### src/rtl/uart_bus_pkg.sv
// Shared definitions for the UART-to-memory-bus debug initiator.
package uart_bus_pkg;

    // Frame command bytes
    localparam logic [7:0] CMD_WRITE = 8'h57;  // 'W'
    localparam logic [7:0] CMD_READ  = 8'h52;  // 'R'

    // Default reply bytes
    localparam logic [7:0] ACK_BYTE_DEFAULT = 8'h06;
    localparam logic [7:0] NAK_BYTE_DEFAULT = 8'h15;

    // Control states
    typedef enum logic [2:0] {
        IDLE,
        ADDR,
        DATA,
        BUS,
        RESP,
        NAK
    } ubm_state_e;

    // Byte idx of a little-endian word
    function automatic logic [7:0] word_byte(input logic [31:0] w, input logic [1:0] idx);
        return w[{idx, 3'b000} +: 8];
    endfunction

endpackage

### src/rtl/ubm_timer.sv
// Loadable up-counter with clear, enable and terminal-count compare.
// The count saturates at the limit so tc_o stays asserted until cleared.
module ubm_timer #(
    parameter int unsigned WIDTH = 32
) (
    input  logic             clk_i,
    input  logic             rst_i,
    input  logic             clr_i,
    input  logic             en_i,
    input  logic             load_i,
    input  logic [WIDTH-1:0] load_val_i,
    input  logic [WIDTH-1:0] limit_i,
    output logic             tc_o
);

    logic [WIDTH-1:0] cnt_q;
    logic [WIDTH-1:0] cnt_d;

    // Next count: clear beats load beats increment
    always_comb begin
        cnt_d = cnt_q;
        if (clr_i) begin
            cnt_d = '0;
        end else if (load_i) begin
            cnt_d = load_val_i;
        end else if (en_i && (cnt_q != limit_i)) begin
            cnt_d = cnt_q + WIDTH'(1);
        end
    end

    // Count register
    always_ff @(posedge clk_i) begin
        if (rst_i) begin
            cnt_q <= '0;
        end else begin
            cnt_q <= cnt_d;
        end
    end

    assign tc_o = (cnt_q == limit_i);

endmodule

### src/rtl/uart_bus_master.sv
// UART byte-stream to picorv32-style memory bus initiator.
// Decodes 'W'/'R' frames, issues one word transaction, replies with ACK,
// the read word (LSB first) or NAK.
module uart_bus_master
    import uart_bus_pkg::*;
#(
    parameter int unsigned FRAME_TIMEOUT = 1000000,
    parameter int unsigned BUS_TIMEOUT   = 255,
    parameter logic [7:0]  ACK_BYTE      = ACK_BYTE_DEFAULT,
    parameter logic [7:0]  NAK_BYTE      = NAK_BYTE_DEFAULT
) (
    input  logic        clk_i,
    input  logic        rst_i,
    input  logic [7:0]  rx_data_i,
    input  logic        rx_valid_i,
    output logic [7:0]  tx_data_o,
    output logic        tx_valid_o,
    input  logic        tx_ready_i,
    output logic        mem_valid_o,
    output logic [31:0] mem_addr_o,
    output logic [31:0] mem_wdata_o,
    output logic [3:0]  mem_wstrb_o,
    input  logic        mem_ready_i,
    input  logic [31:0] mem_rdata_i,
    output logic        busy_o
);

    // The frame timer fires after FRAME_TIMEOUT idle cycles. The bus timer is
    // cleared on BUS entry, so comparing against BUS_TIMEOUT-1 keeps
    // mem_valid_o high for exactly BUS_TIMEOUT cycles when no ready arrives.
    localparam logic [31:0] FRAME_LIMIT = 32'(FRAME_TIMEOUT);
    localparam logic [31:0] BUS_LIMIT   = 32'(BUS_TIMEOUT - 1);

    ubm_state_e  state_q, state_d;
    logic [1:0]  byte_cnt_q, byte_cnt_d;
    logic        is_write_q, is_write_d;
    logic [31:0] addr_q, addr_d;
    logic [31:0] wdata_q, wdata_d;
    logic [31:0] rdata_q, rdata_d;
    logic        mem_valid_q, mem_valid_d;
    logic [3:0]  mem_wstrb_q, mem_wstrb_d;
    logic        tx_valid_q, tx_valid_d;
    logic [7:0]  tx_data_q, tx_data_d;

    logic        frame_clr;
    logic        frame_tc;
    logic        bus_clr;
    logic        bus_tc;

    // Inter-byte timer only runs while a frame is being collected
    assign frame_clr = rx_valid_i || !((state_q == ADDR) || (state_q == DATA));
    assign bus_clr   = (state_q != BUS);

    ubm_timer #(
        .WIDTH (32)
    ) u_frame_timer (
        .clk_i      (clk_i),
        .rst_i      (rst_i),
        .clr_i      (frame_clr),
        .en_i       (1'b1),
        .load_i     (1'b0),
        .load_val_i (32'd0),
        .limit_i    (FRAME_LIMIT),
        .tc_o       (frame_tc)
    );

    ubm_timer #(
        .WIDTH (32)
    ) u_bus_timer (
        .clk_i      (clk_i),
        .rst_i      (rst_i),
        .clr_i      (bus_clr),
        .en_i       (1'b1),
        .load_i     (1'b0),
        .load_val_i (32'd0),
        .limit_i    (BUS_LIMIT),
        .tc_o       (bus_tc)
    );

    // Next-state and registered-output logic
    always_comb begin
        state_d     = state_q;
        byte_cnt_d  = byte_cnt_q;
        is_write_d  = is_write_q;
        addr_d      = addr_q;
        wdata_d     = wdata_q;
        rdata_d     = rdata_q;
        mem_valid_d = mem_valid_q;
        mem_wstrb_d = mem_wstrb_q;
        tx_valid_d  = tx_valid_q;
        tx_data_d   = tx_data_q;

        unique case (state_q)
            IDLE: begin
                if (rx_valid_i) begin
                    byte_cnt_d = 2'd0;
                    if (rx_data_i == CMD_WRITE) begin
                        is_write_d = 1'b1;
                        state_d    = ADDR;
                    end else if (rx_data_i == CMD_READ) begin
                        is_write_d = 1'b0;
                        state_d    = ADDR;
                    end else begin
                        tx_valid_d = 1'b1;
                        tx_data_d  = NAK_BYTE;
                        state_d    = NAK;
                    end
                end
            end

            ADDR: begin
                if (rx_valid_i) begin
                    addr_d[{byte_cnt_q, 3'b000} +: 8] = rx_data_i;
                    byte_cnt_d = byte_cnt_q + 2'd1;
                    if (byte_cnt_q == 2'd3) begin
                        if (is_write_q) begin
                            state_d = DATA;
                        end else begin
                            mem_valid_d = 1'b1;
                            mem_wstrb_d = 4'h0;
                            state_d     = BUS;
                        end
                    end
                end else if (frame_tc) begin
                    state_d = IDLE;
                end
            end

            DATA: begin
                if (rx_valid_i) begin
                    wdata_d[{byte_cnt_q, 3'b000} +: 8] = rx_data_i;
                    byte_cnt_d = byte_cnt_q + 2'd1;
                    if (byte_cnt_q == 2'd3) begin
                        mem_valid_d = 1'b1;
                        mem_wstrb_d = 4'hF;
                        state_d     = BUS;
                    end
                end else if (frame_tc) begin
                    state_d = IDLE;
                end
            end

            BUS: begin
                // Ready wins over a simultaneous timeout
                if (mem_ready_i) begin
                    mem_valid_d = 1'b0;
                    mem_wstrb_d = 4'h0;
                    tx_valid_d  = 1'b1;
                    byte_cnt_d  = 2'd0;
                    state_d     = RESP;
                    if (is_write_q) begin
                        tx_data_d = ACK_BYTE;
                    end else begin
                        rdata_d   = mem_rdata_i;
                        tx_data_d = mem_rdata_i[7:0];
                    end
                end else if (bus_tc) begin
                    mem_valid_d = 1'b0;
                    mem_wstrb_d = 4'h0;
                    tx_valid_d  = 1'b1;
                    tx_data_d   = NAK_BYTE;
                    state_d     = NAK;
                end
            end

            RESP: begin
                if (tx_ready_i) begin
                    if (is_write_q || (byte_cnt_q == 2'd3)) begin
                        tx_valid_d = 1'b0;
                        state_d    = IDLE;
                    end else begin
                        byte_cnt_d = byte_cnt_q + 2'd1;
                        tx_data_d  = word_byte(rdata_q, byte_cnt_q + 2'd1);
                    end
                end
            end

            NAK: begin
                if (tx_ready_i) begin
                    tx_valid_d = 1'b0;
                    state_d    = IDLE;
                end
            end

            default: begin
                mem_valid_d = 1'b0;
                tx_valid_d  = 1'b0;
                state_d     = IDLE;
            end
        endcase
    end

    // State and output registers
    always_ff @(posedge clk_i) begin
        if (rst_i) begin
            state_q     <= IDLE;
            byte_cnt_q  <= 2'd0;
            is_write_q  <= 1'b0;
            addr_q      <= '0;
            wdata_q     <= '0;
            rdata_q     <= '0;
            mem_valid_q <= 1'b0;
            mem_wstrb_q <= 4'h0;
            tx_valid_q  <= 1'b0;
            tx_data_q   <= 8'h00;
        end else begin
            state_q     <= state_d;
            byte_cnt_q  <= byte_cnt_d;
            is_write_q  <= is_write_d;
            addr_q      <= addr_d;
            wdata_q     <= wdata_d;
            rdata_q     <= rdata_d;
            mem_valid_q <= mem_valid_d;
            mem_wstrb_q <= mem_wstrb_d;
            tx_valid_q  <= tx_valid_d;
            tx_data_q   <= tx_data_d;
        end
    end

    assign mem_valid_o = mem_valid_q;
    assign mem_addr_o  = {addr_q[31:2], 2'b00};
    assign mem_wdata_o = wdata_q;
    assign mem_wstrb_o = mem_wstrb_q;
    assign tx_valid_o  = tx_valid_q;
    assign tx_data_o   = tx_data_q;
    assign busy_o      = (state_q != IDLE);

endmodule
### config.mk
export PLATFORM = sky130hd
export DESIGN_NAME = uart_bus_master
export DESIGN_NICKNAME = d
export VERILOG_FILES = /design/src/rtl/uart_bus_pkg.sv /design/src/rtl/ubm_timer.sv /design/src/rtl/uart_bus_master.sv
export SDC_FILE = /design/constraint.sdc
export NUM_CORES = 1
export LEC_CHECK = 0
export ABC_AREA = 1
export BUFFER_PORTS_ARGS = -buffer_cell sky130_fd_sc_hd__buf_4
export CAP_MARGIN = 20
export CORE_MARGIN = 4
export CORE_UTILIZATION = 45
export CTS_CLUSTER_DIAMETER = 50
export DETAILED_ROUTE_END_ITERATION = 6
export PLACE_DENSITY = 0.72
export SYNTH_ARGS = -nofsm -noshare
export SYNTH_HDL_FRONTEND = slang
export SYNTH_HIERARCHICAL = 1
export SYNTH_SLANG_ARGS = --single-unit
### constraint.sdc
create_clock -name clk_i -period 1.8 [get_ports clk_i]
set_input_delay 0.27 -clock clk_i [delete_from_list [all_inputs] [get_ports clk_i]]
set_output_delay 0.27 -clock clk_i [all_outputs]
set_load 0.005 [all_outputs]
# After elaboration in Yosys (flattened, before gate mapping)
# Cells that the tools add are included.
# totals
reg_bits,180
in_bits,45
out_inout_bits,79
word_cells,135
# op_classes
add_sub_neg,4
eq_ne,30
shift,3
n_mux,59
n_bitwise,3
reduce_logical,24
# ops
operator,count
$add A32 B1 Y32 const B,2
$bwmux W32,2
$mux W8,8
$mux W3,13
$eq A32 B20 Y1 const B,1
$eq A32 B8 Y1 const B,1
$ne A32 B20 Y1 const B,1
$ne A32 B8 Y1 const B,1
$shift A8 B7 Y32 const A,1
$shiftx A32 B6 Y8,1
$shiftx A8 B7 Y32,1
$mux W4,7
$reduce_and A7 Y1,4
$pmux W8 S3,1
$ne A2 B2 Y1 const B,11
$mux W1,18
$pmux W3 S6,1
$eq A8 B7 Y1 const B,2
$pmux W4 S3,1
$mux W2,5
$ne A3 B2 Y1 const B,3
$reduce_bool A3 Y1,3
$pmux W2 S4,1
$reduce_and A8 Y1,1
21 further kinds,33

# Longest topological paths before layout
# Gate-level depths: netlist of the first run.
# depth
word_depth,5
mapped_depth,17
depth_no_buf,17

# Modules after synthesis
# The synthesis of the first run kept the hierarchy.
# by_module_without_submodules
mod,n_inst,cells_each,area_per_inst_um2,seq_area_each_um2
ubm_timer,2,566,3070.4,640.6
uart_bus_master,1,741,5029.8,2222.1

# Worst setup path before layout of the first run
# Ideal clock, no wire load.
# synth_path
path_kind,reg-to-reg
start,register byte_cnt_q[0]
end,register tx_data_q[0] (netlist: tx_data_o[0])
setup_time_ns,0.113
arrival_time_ns,1.798
t_required_ns,1.687
path_slack_ns,-0.111
stages_incl_launch_ff,10
n_path_buf,0
path_cell_list,dfxtp_1 > inv_1 > ha_1 > nand2_1 > clkinv_1 > nand2_1 > nand3_1 > o21a_1 > nor2_1 > nor2_1
# synth_via
elab_chain_cells,5
word_cells_on_any_way,9
classes_between,add/sub: 1; eq/ne: 2; shift: 1; mux: 3; reduce/logical: 2
# synth_lines
item,line,rtl
start: declaration,uart_bus_master.sv:35,"logic [1:0] byte_cnt_q, byte_cnt_d;"
start signal: assignment,uart_bus_master.sv:208,byte_cnt_q <= byte_cnt_d;
$add A2 B1 Y2,uart_bus_master.sv:173,"tx_data_d = word_byte(rdata_q, byte_cnt_q + 2'd1);"
$shiftx A32 B6 Y8,uart_bus_pkg.sv:24,"return w[{idx, 3'b000} +: 8];"
$mux W8,uart_bus_master.sv:168,if (is_write_q || (byte_cnt_q == 2'd3)) begin
$mux W8,uart_bus_master.sv:167,if (tx_ready_i) begin
$pmux W8 S3,uart_bus_master.sv:93,unique case (state_q)
end signal: assignment,uart_bus_master.sv:216,tx_data_q <= tx_data_d;
end: declaration,uart_bus_master.sv:43,"logic [7:0] tx_data_q, tx_data_d;"
# Parallel ways exist; a longest one is shown, timed or not. The select of a mux whose other input is x is not followed.
# A chain may end at the register's enable or synchronous reset.

# Worst setup path after layout of the first run
# layout_path
start,register u_bus_timer.cnt_q[14]
end,register state_q[2]
# layout_via
elab_chain_cells,3
# layout_lines
item,line,rtl
start: declaration,ubm_timer.sv:16,logic [WIDTH-1:0] cnt_q;
start signal: assignment,ubm_timer.sv:36,cnt_q <= cnt_d;
$eq A32 B8 Y1,ubm_timer.sv:40,assign tc_o = (cnt_q == limit_i);
named net bus_tc,uart_bus_master.sv:48,logic bus_tc;
$ne A3 B3 Y1 (no line),n/a,
$reduce_and A7 Y1 (no line),n/a,
end signal: assignment,uart_bus_master.sv:207,state_q <= state_d;
end: declaration,uart_bus_master.sv:34,"ubm_state_e state_q, state_d;"
# The timed path passes the listed nets, and every way through them passes these cells.

==> results of run 1 <==
stage by stage:
stage,setup slack [ns],power [uW],cell area [um2],TNS (ns),hold WS (ns)
4_1_cts,-0.005885,12840,14030,-0.006113,0.03992
3_5_place_dp,-0.05335,9076,13410,-0.3787,0.4467
5_1_grt,-0.2187,14000,14600,-2.224,0.03940
2_1_floorplan,0.01860,7625,11760,0,0.3391
6_report,-0.05515,13150,14600,-0.2793,0.05781
3_3_place_gp,-0.001210,8996,13410,-0.001210,0.4392
final cells by class:
| type | instances | area share |
|---|---|---|
| inverters | 181 | 0.04679 |
| multi-input cells | 1596 | 0.5146 |
| flip-flops and latches | 175 | 0.2428 |
| clock buffers | 17 | 0.02914 |
| clock inverters | 14 | 0.01003 |
| repair buffers | 229 | 0.1289 |
| well taps | 324 | 0.02777 |
state kept, by name (all words and copies together) (netlist names), 2 cells and up:
signal               cells
rdata_q                 32
mem_wdata_o             32
u_bus_timer/cnt_q       32
u_frame_timer/cnt_q     32
state_q                  3
addr_q                  30
byte_cnt_q               2
tx_data_o                8
worst max path at each step:
stage	start	endpoint	slack, ns	cells past startpoint
4_1_cts	u_bus_timer/cnt_q[18]	tx_data_o[3]	-0.006	16
2_1_floorplan	u_bus_timer/cnt_q[19]	tx_data_o[5]	0.02	17
3_5_place_dp	u_bus_timer/cnt_q[3]	tx_data_o[7]	-0.05	13
6_report	u_bus_timer/cnt_q[14]	state_q[2]	-0.06	14
3_3_place_gp	u_bus_timer/cnt_q[8]	tx_data_o[2]	-0.001	13
5_1_grt	u_bus_timer/cnt_q[11]	tx_data_o[5]	-0.22	14
report_power, final:
part	total, uW	switching (uW)	internal, uW
combinational	5020	3110	1910
sequential	4470	254	4210
clock	3660	1820	1840
total	13100	5180	7960
critical path, delay by kind of cell, from the launching register on:
kind                   cells  cell delay [ns]
AND/OR/NAND/NOR           10             0.96
buffers and inverters      2             0.19
AO/OA/AOI/OAI              1             0.06
flip-flops                 1             0.33
XOR/XNOR                   1             0.17
cells by family after synthesis:
| logic type | Yosys count | share of synthesized area |
|---|---|---|
| fa+ha+maj | 8 | 0.008961 |
| compound gates | 221 | 0.1007 |
| flops | 175 | 0.3136 |
| simple gates | 1156 | 0.4358 |
| xor+xnor | 56 | 0.04391 |
| other cells | 2 | 0.0006723 |
| buf+inv | 255 | 0.09633 |
timing repair:
item,CTS,global route
endpoints found under the setup margin,11,80
setup buffers,0,20
gates cloned,1,3
pin swaps,11,55
endpoints found under the hold margin,0,0
resized for setup,12,108
layer usage:
layer  up-vias  global-route usage
li1       6344                   -
met1      5525              0.2976
met2       329              0.3656
met3        35             0.03549
met4         0             0.05662
met5         -                   0
cell usage after synthesis (all sizes together):
master	number	share of area
o31ai	2	0.0013
and2	2	0.0011
buf	43	0.025
nand3	157	0.073
or2	3	0.0017
o21ai	113	0.051
nor2	392	0.15
clkbuf	31	0.011
xnor2	46	0.036
conb	2	0.00067
nand2	580	0.20
a21oi	99	0.044
nor3	5	0.0032
a211oi	1	0.00067
o21a	3	0.0020
nand4	13	0.0073
xor2	10	0.0078
a31oi	3	0.0017
ha	8	0.0090
dfxtp	175	0.31
inv	178	0.060
clkinv	3	0.0010
nand3b	4	0.0027
==> results.py, run 1 <==
metrics = {
    "outcome": {
        "status": "complete, but fails checks",
        "violations": "setup timing",
    },
    "final_layout": {
        "layout.cells.non_filler": 2536,
        "fillers": 2360,
        "drive_gt1_frac": 0.1863,
        "utilization": 0.5986,
        "regArea_um2": 3545,
        "fin_nets": 2253,
        "final_cell_mix": "nand2_1, nor2_1, buf_4, inv_1, conb_1",
        "final_common_cell": "nand2_1",
        "area_growth_pct": 30.70,
        "multi_input_area_um2": 7513,
        "diodes": 0,
    },
    "sta": {
        "post-route-min-period_ns": 1.855,
        "fmaxAchievable_ghz": 0.5390,
        "hold_viol": 0,
        "setup_violations": 9,
        "setup_slack_ns": -0.05515,
        "drv_slew": 0,
        "rsz0062_at_grt": "yes",
        "finalCritPeriodShare": 1.031,
        "fin_skew_ns": 0.01974,
    },
    "place": {
        "portBuffers": 121,
        "numPlacedInstances": 2481,
        "hpwl_um": 22450,
        "place_congestion": 0.8852,
    },
    "clocking": {
        "cts_buffer_depth": 2,
        "numCtsBuffers": 17,
        "htreeDepth": 4,
        "clk_latency_ns": 0.44,
        "hold_buffers": 0,
        "cts_tree": "yes",
        "path_clk_slew_ns": 0.08,
        "clkSinkCount": 175,
        "cts_root_buf": "clkbuf_16",
    },
    "min_path": {
        "holdPathEnd": "rdata_q[21]",
        "holdPathStages": 3,
        "hold_class": "in2reg",
        "hp-start": "mem_rdata_i[21]",
    },
    "global_routing": {
        "grt_pass1_vias": 10896,
        "antenna_found_initial": 0,
        "grt_use_total": 0.2197,
        "grt_max_degree": 90,
        "grt_pass1_wl_um": 50110,
        "grt_overflow": 0,
    },
    "power_and_ir_drop": {
        "powerDensity_nw_per_um2": 900.3,
        "ir_drop_mv": 0.6229,
        "p_leak_uw": 0.006702,
    },
    "floorplan": {
        "dieArea_um2": 27410,
        "die_w_um": 165.6,
        "ios": 124,
        "rows": 57,
        "die_y_um": 165.6,
        "start_util": 0.4580,
        "coreArea_um2": 24390,
    },
    "critical_path": {
        "cp_common_cell": "nand2_1",
        "cpMaxStageDelayCell": "dfxtp_1",
        "worst_setup_path_start_kind": "flip-flop",
        "regToRegSetupSlack_ns": -0.06,
        "crit-reg2reg-launch": "u_bus_timer/cnt_q[14]",
        "cp.required_ns": 2.10,
        "slowest_delay_ns": 0.33,
        "crit_arrival_ns": 2.16,
        "path_class": "reg2reg",
        "ff2ff_path_depth": 14,
        "crit_fanout": 5,
        "r2r_end": "state_q[2]",
        "path_cells": "xnor2_1 > nand2_1 > nor2_1 > nand2_1 > nor2_2 > nand2_2 > inv_2 > or2_4 > nor2_4 > nor2_4 > buf_4 > nand3_2 > nand2_1 > a21oi_1",
        "end_kind": "flip-flop",
    },
    "detailed_routing": {
        "wl_met2_um": 15070,
        "num_vias": 12233,
        "drc": 0,
        "top_layer": "met4",
        "routed_via_density": 4.824,
        "postRouteAntennaNets": 0,
        "m1WireLength_um": 14500,
        "post_drt_wl_per_cell_um": 12.56,
        "drt-total-wl_um": 31860,
        "dr_wl_met3_um": 1817,
        "drtIter0Drc": 879,
        "drtPass1Iterations": 5,
    },
    "synthesis": {
        "synthesis.area_um2": 11170,
        "syn_area_per_cell_um2": 5.964,
        "ys_warn_count": 6,
        "synth_cell_types": 38,
        "synth_seq_cells": 175,
        "postSynthCellCount": 1873,
        "seq_area_frac_synth": 0.3136,
    },
    "flow_run": {
        "cap_violations": 0,
    },
}
No activity file was read; power rests on OpenSTA's default activity.
==> run 2: changes to the inputs <==
ABC_AREA = 0   (was 1)
PLACE_DENSITY = 0.73   (was 0.72)
==> run 2 against run 1 <==
Net effect:
- the flow still finishes with violations (setup timing)
- synthesized cell count shrank 39%
- final cell count shrank 29%
- flip-flop and latch count is the same
- power shrank 12%
==> results.py, run 2 <==
metrics = {
    "power_and_ir_drop": {
        "p_clk_frac": 0.335,
        "powerDensity_nw_per_um2": 844.3,
        "power_switching_uw": 4007,
        "ir_drop_mv": 0.6779,
        "comb_power_share": 0.291,
        "p_seq_frac": 0.374,
        "p_leak_uw": 0.005132,
        "netSwitchingFraction": 0.3455,
        "fin_total_pwr_uw": 11600,
        "internal_power_uw": 7589,
    },
    "floorplan": {
        "die_w_um": 152.4,
        "ios": 124,
        "dieArea_um2": 23220,
        "start_util": 0.4606,
        "die_y_um": 152.4,
        "rows": 52,
        "coreArea_um2": 20360,
    },
    "critical_path": {
        "ff2ff_path_depth": 10,
        "regToRegSetupSlack_ns": -0.37,
        "critPathCapture": "u_bus_timer/cnt_q[30]",
        "path_class": "reg2reg",
        "crit_fanout": 4,
        "crit_start": "u_bus_timer/cnt_q[16]",
        "r2r_end": "u_bus_timer/cnt_q[30]",
        "cp.required_ns": 2.13,
        "crit-reg2reg-launch": "u_bus_timer/cnt_q[16]",
        "crit_arrival_ns": 2.50,
        "worst_setup_path_start_kind": "flip-flop",
        "end_kind": "flip-flop",
    },
    "min_path": {
        "hold_class": "in2reg",
        "holdPathStages": 3,
    },
    "place": {
        "place_congestion": 0.8741,
        "pre_cts_slack_ns": -0.3172,
        "numPlacedInstances": 1725,
        "portBuffers": 121,
        "hpwl_um": 18100,
    },
    "sta": {
        "rsz0062_at_grt": "yes",
        "finalCritPeriodShare": 1.205,
        "fin_skew_ns": 0.01219,
        "drv_slew": 0,
        "setup_violations": 73,
        "worst_hold_slack_ns": 0.06868,
        "post-route-min-period_ns": 2.169,
        "setup_tns_ns": -13.44,
        "fmaxAchievable_ghz": 0.4611,
        "setup_slack_ns": -0.3687,
        "hold_viol": 0,
    },
    "clocking": {
        "clk_latency_ns": 0.44,
        "htreeDepth": 4,
        "cts_root_buf": "clkbuf_16",
        "cts_tree": "yes",
        "numCtsBuffers": 17,
        "cts_buffer_depth": 2,
        "path_clk_slew_ns": 0.09,
        "clkSinkCount": 175,
    },
    "synthesis": {
        "seq_area_frac_synth": 0.3735,
        "synthesis.area_um2": 9380,
        "yosysTopAreaCell": "dfxtp_1",
        "synth_top_area_frac": 0.3735,
        "synth_area_leaders": "dfxtp_1, xnor2_1, a21oi_1, nand2_1, nand3_1",
        "synth-edff-count": 0,
        "postSynthCellCount": 1150,
        "syn_area_per_cell_um2": 8.157,
        "ys_warn_count": 6,
        "synth_seq_cells": 175,
        "ys.flop_type": "dfxtp_1",
        "synth_cell_types": 70,
        "ys_top_cells_by_count": "dfxtp_1, nand2_1, a21oi_1",
        "ys_async_sr_fraction": 0,
        "synth.most_common_cell": "dfxtp_1",
    },
    "final_layout": {
        "final_cell_mix": "buf_4, nand2_1, conb_1, a21oi_1, dfxtp_1",
        "diodes": 0,
        "layout.cells.non_filler": 1796,
        "drive_gt1_frac": 0.3309,
        "fin_nets": 1566,
        "final_common_cell": "buf_4",
        "area_growth_pct": 46.42,
    },
    "detailed_routing": {
        "drt-total-wl_um": 27710,
        "postRouteAntennaNets": 0,
        "routed_via_density": 5.261,
        "drc": 0,
        "post_drt_wl_per_cell_um": 15.43,
        "drtPass1Iterations": 4,
        "num_vias": 9449,
        "drtIter0Drc": 543,
    },
    "global_routing": {
        "grt_pass1_vias": 9136,
        "grt_pass1_wl_um": 44510,
        "antenna_found_initial": 0,
        "grt_max_degree": 79,
        "grt_use_total": 0.2268,
        "grt_overflow": 0,
    },
    "outcome": {
        "status": "complete, but fails checks",
        "violations": "setup timing",
    },
    "flow_run": {
        "cap_violations": 0,
    },
}
[run 2: cell count changes after synthesis, sizes merged, moves of 17 or more]
cell / change
nand2: -407
nor2: -348
inv: -166
nand3: -75
xnor2: +58
a21oi: +41
o21ai: -36
clkbuf: +18
nor4: +18
nand4: +17
[run 2: power by group through the flow]
stage               clock (uW)  sequential (uW)  combinational (uW)
global route              4080             4370                3680
finish                    3880             4340                3380
CTS                       3950             4340                3230
detailed placement           0             4420                3150
floorplan                    0             4390                2160
global placement             0             4420                3100
[run 2: what timing repair did]
| item | in CTS | in global routing |
|---|---|---|
| gates resized for setup | 100 | 98 |
| setup buffers | 24 | 22 |
| hold endpoints to repair | 0 | 0 |
| endpoints found under the setup margin | 74 | 123 |
| cloned | 2 | 0 |
| pin swaps | 75 | 86 |
| hold buffers | 0 | 0 |
[run 2: critical path, stage by stage, from the launching register on]
cell,delay [ns]
dfxtp_4,0.38
buf_6,0.11
and3_4,0.18
nand4_1,0.17
buf_4,0.19
nor4_4,0.20
nand4_1,0.27
buf_4,0.23
nor3_4,0.12
xnor2_1,0.13
a21oi_1,0.08
[run 2: worst min-delay path by stage]
stage,from,slack [ns],endpoint
2_1_floorplan,mem_rdata_i[0],0.41,rdata_q[0]
3_3_place_gp,rdata_q[11],0.44,rdata_q[11]
3_5_place_dp,addr_q[17],0.45,addr_q[17]
4_1_cts,mem_rdata_i[26],0.05,rdata_q[26]
5_1_grt,mem_rdata_i[21],0.05,rdata_q[21]
6_report,mem_rdata_i[20],0.07,rdata_q[20]
[run 2: layout make-up]
cell class                      count  area [um2]
Timing Repair Buffer              295        2480
Multi-Input combinational cell   1011        6640
Sequential cell                   175        3582
Fill cell                        1599        6630
Tap cell                          270       337.8
Clock inverter                     15       212.7
Clock buffer                       17       425.4
Inverter                           13       56.30
[run 2: logic make-up after synthesis]
family,count (synthesis),synth area share
xor+xnor,112,0.1046
compound gates,276,0.1661
flops,175,0.3735
other cells,2,0.0008006
fa+ha+maj,8,0.01067
buf+inv,103,0.04775
mux,25,0.03748
simple gates,449,0.2592
[run 2: per-stage QoR]
stage          instance area (um2)  utilization
2_1_floorplan                10130            -
3_3_place_gp                 12010       0.5898
3_5_place_dp                 12010       0.5898
4_1_cts                      13270       0.6517
5_1_grt                      13730       0.6744
6_report                     13730       0.6744
[run 2: layer usage]
metal	part of all wire	wire, um	track usage	up-vias
li1	-	-	-	4657
met1	0.42	11680	0.2826	4456
met2	0.50	13970	0.3918	269
met3	0.050	1374	0.04686	67
met4	0.025	679	0.07577	0
met5	0	0	0	-
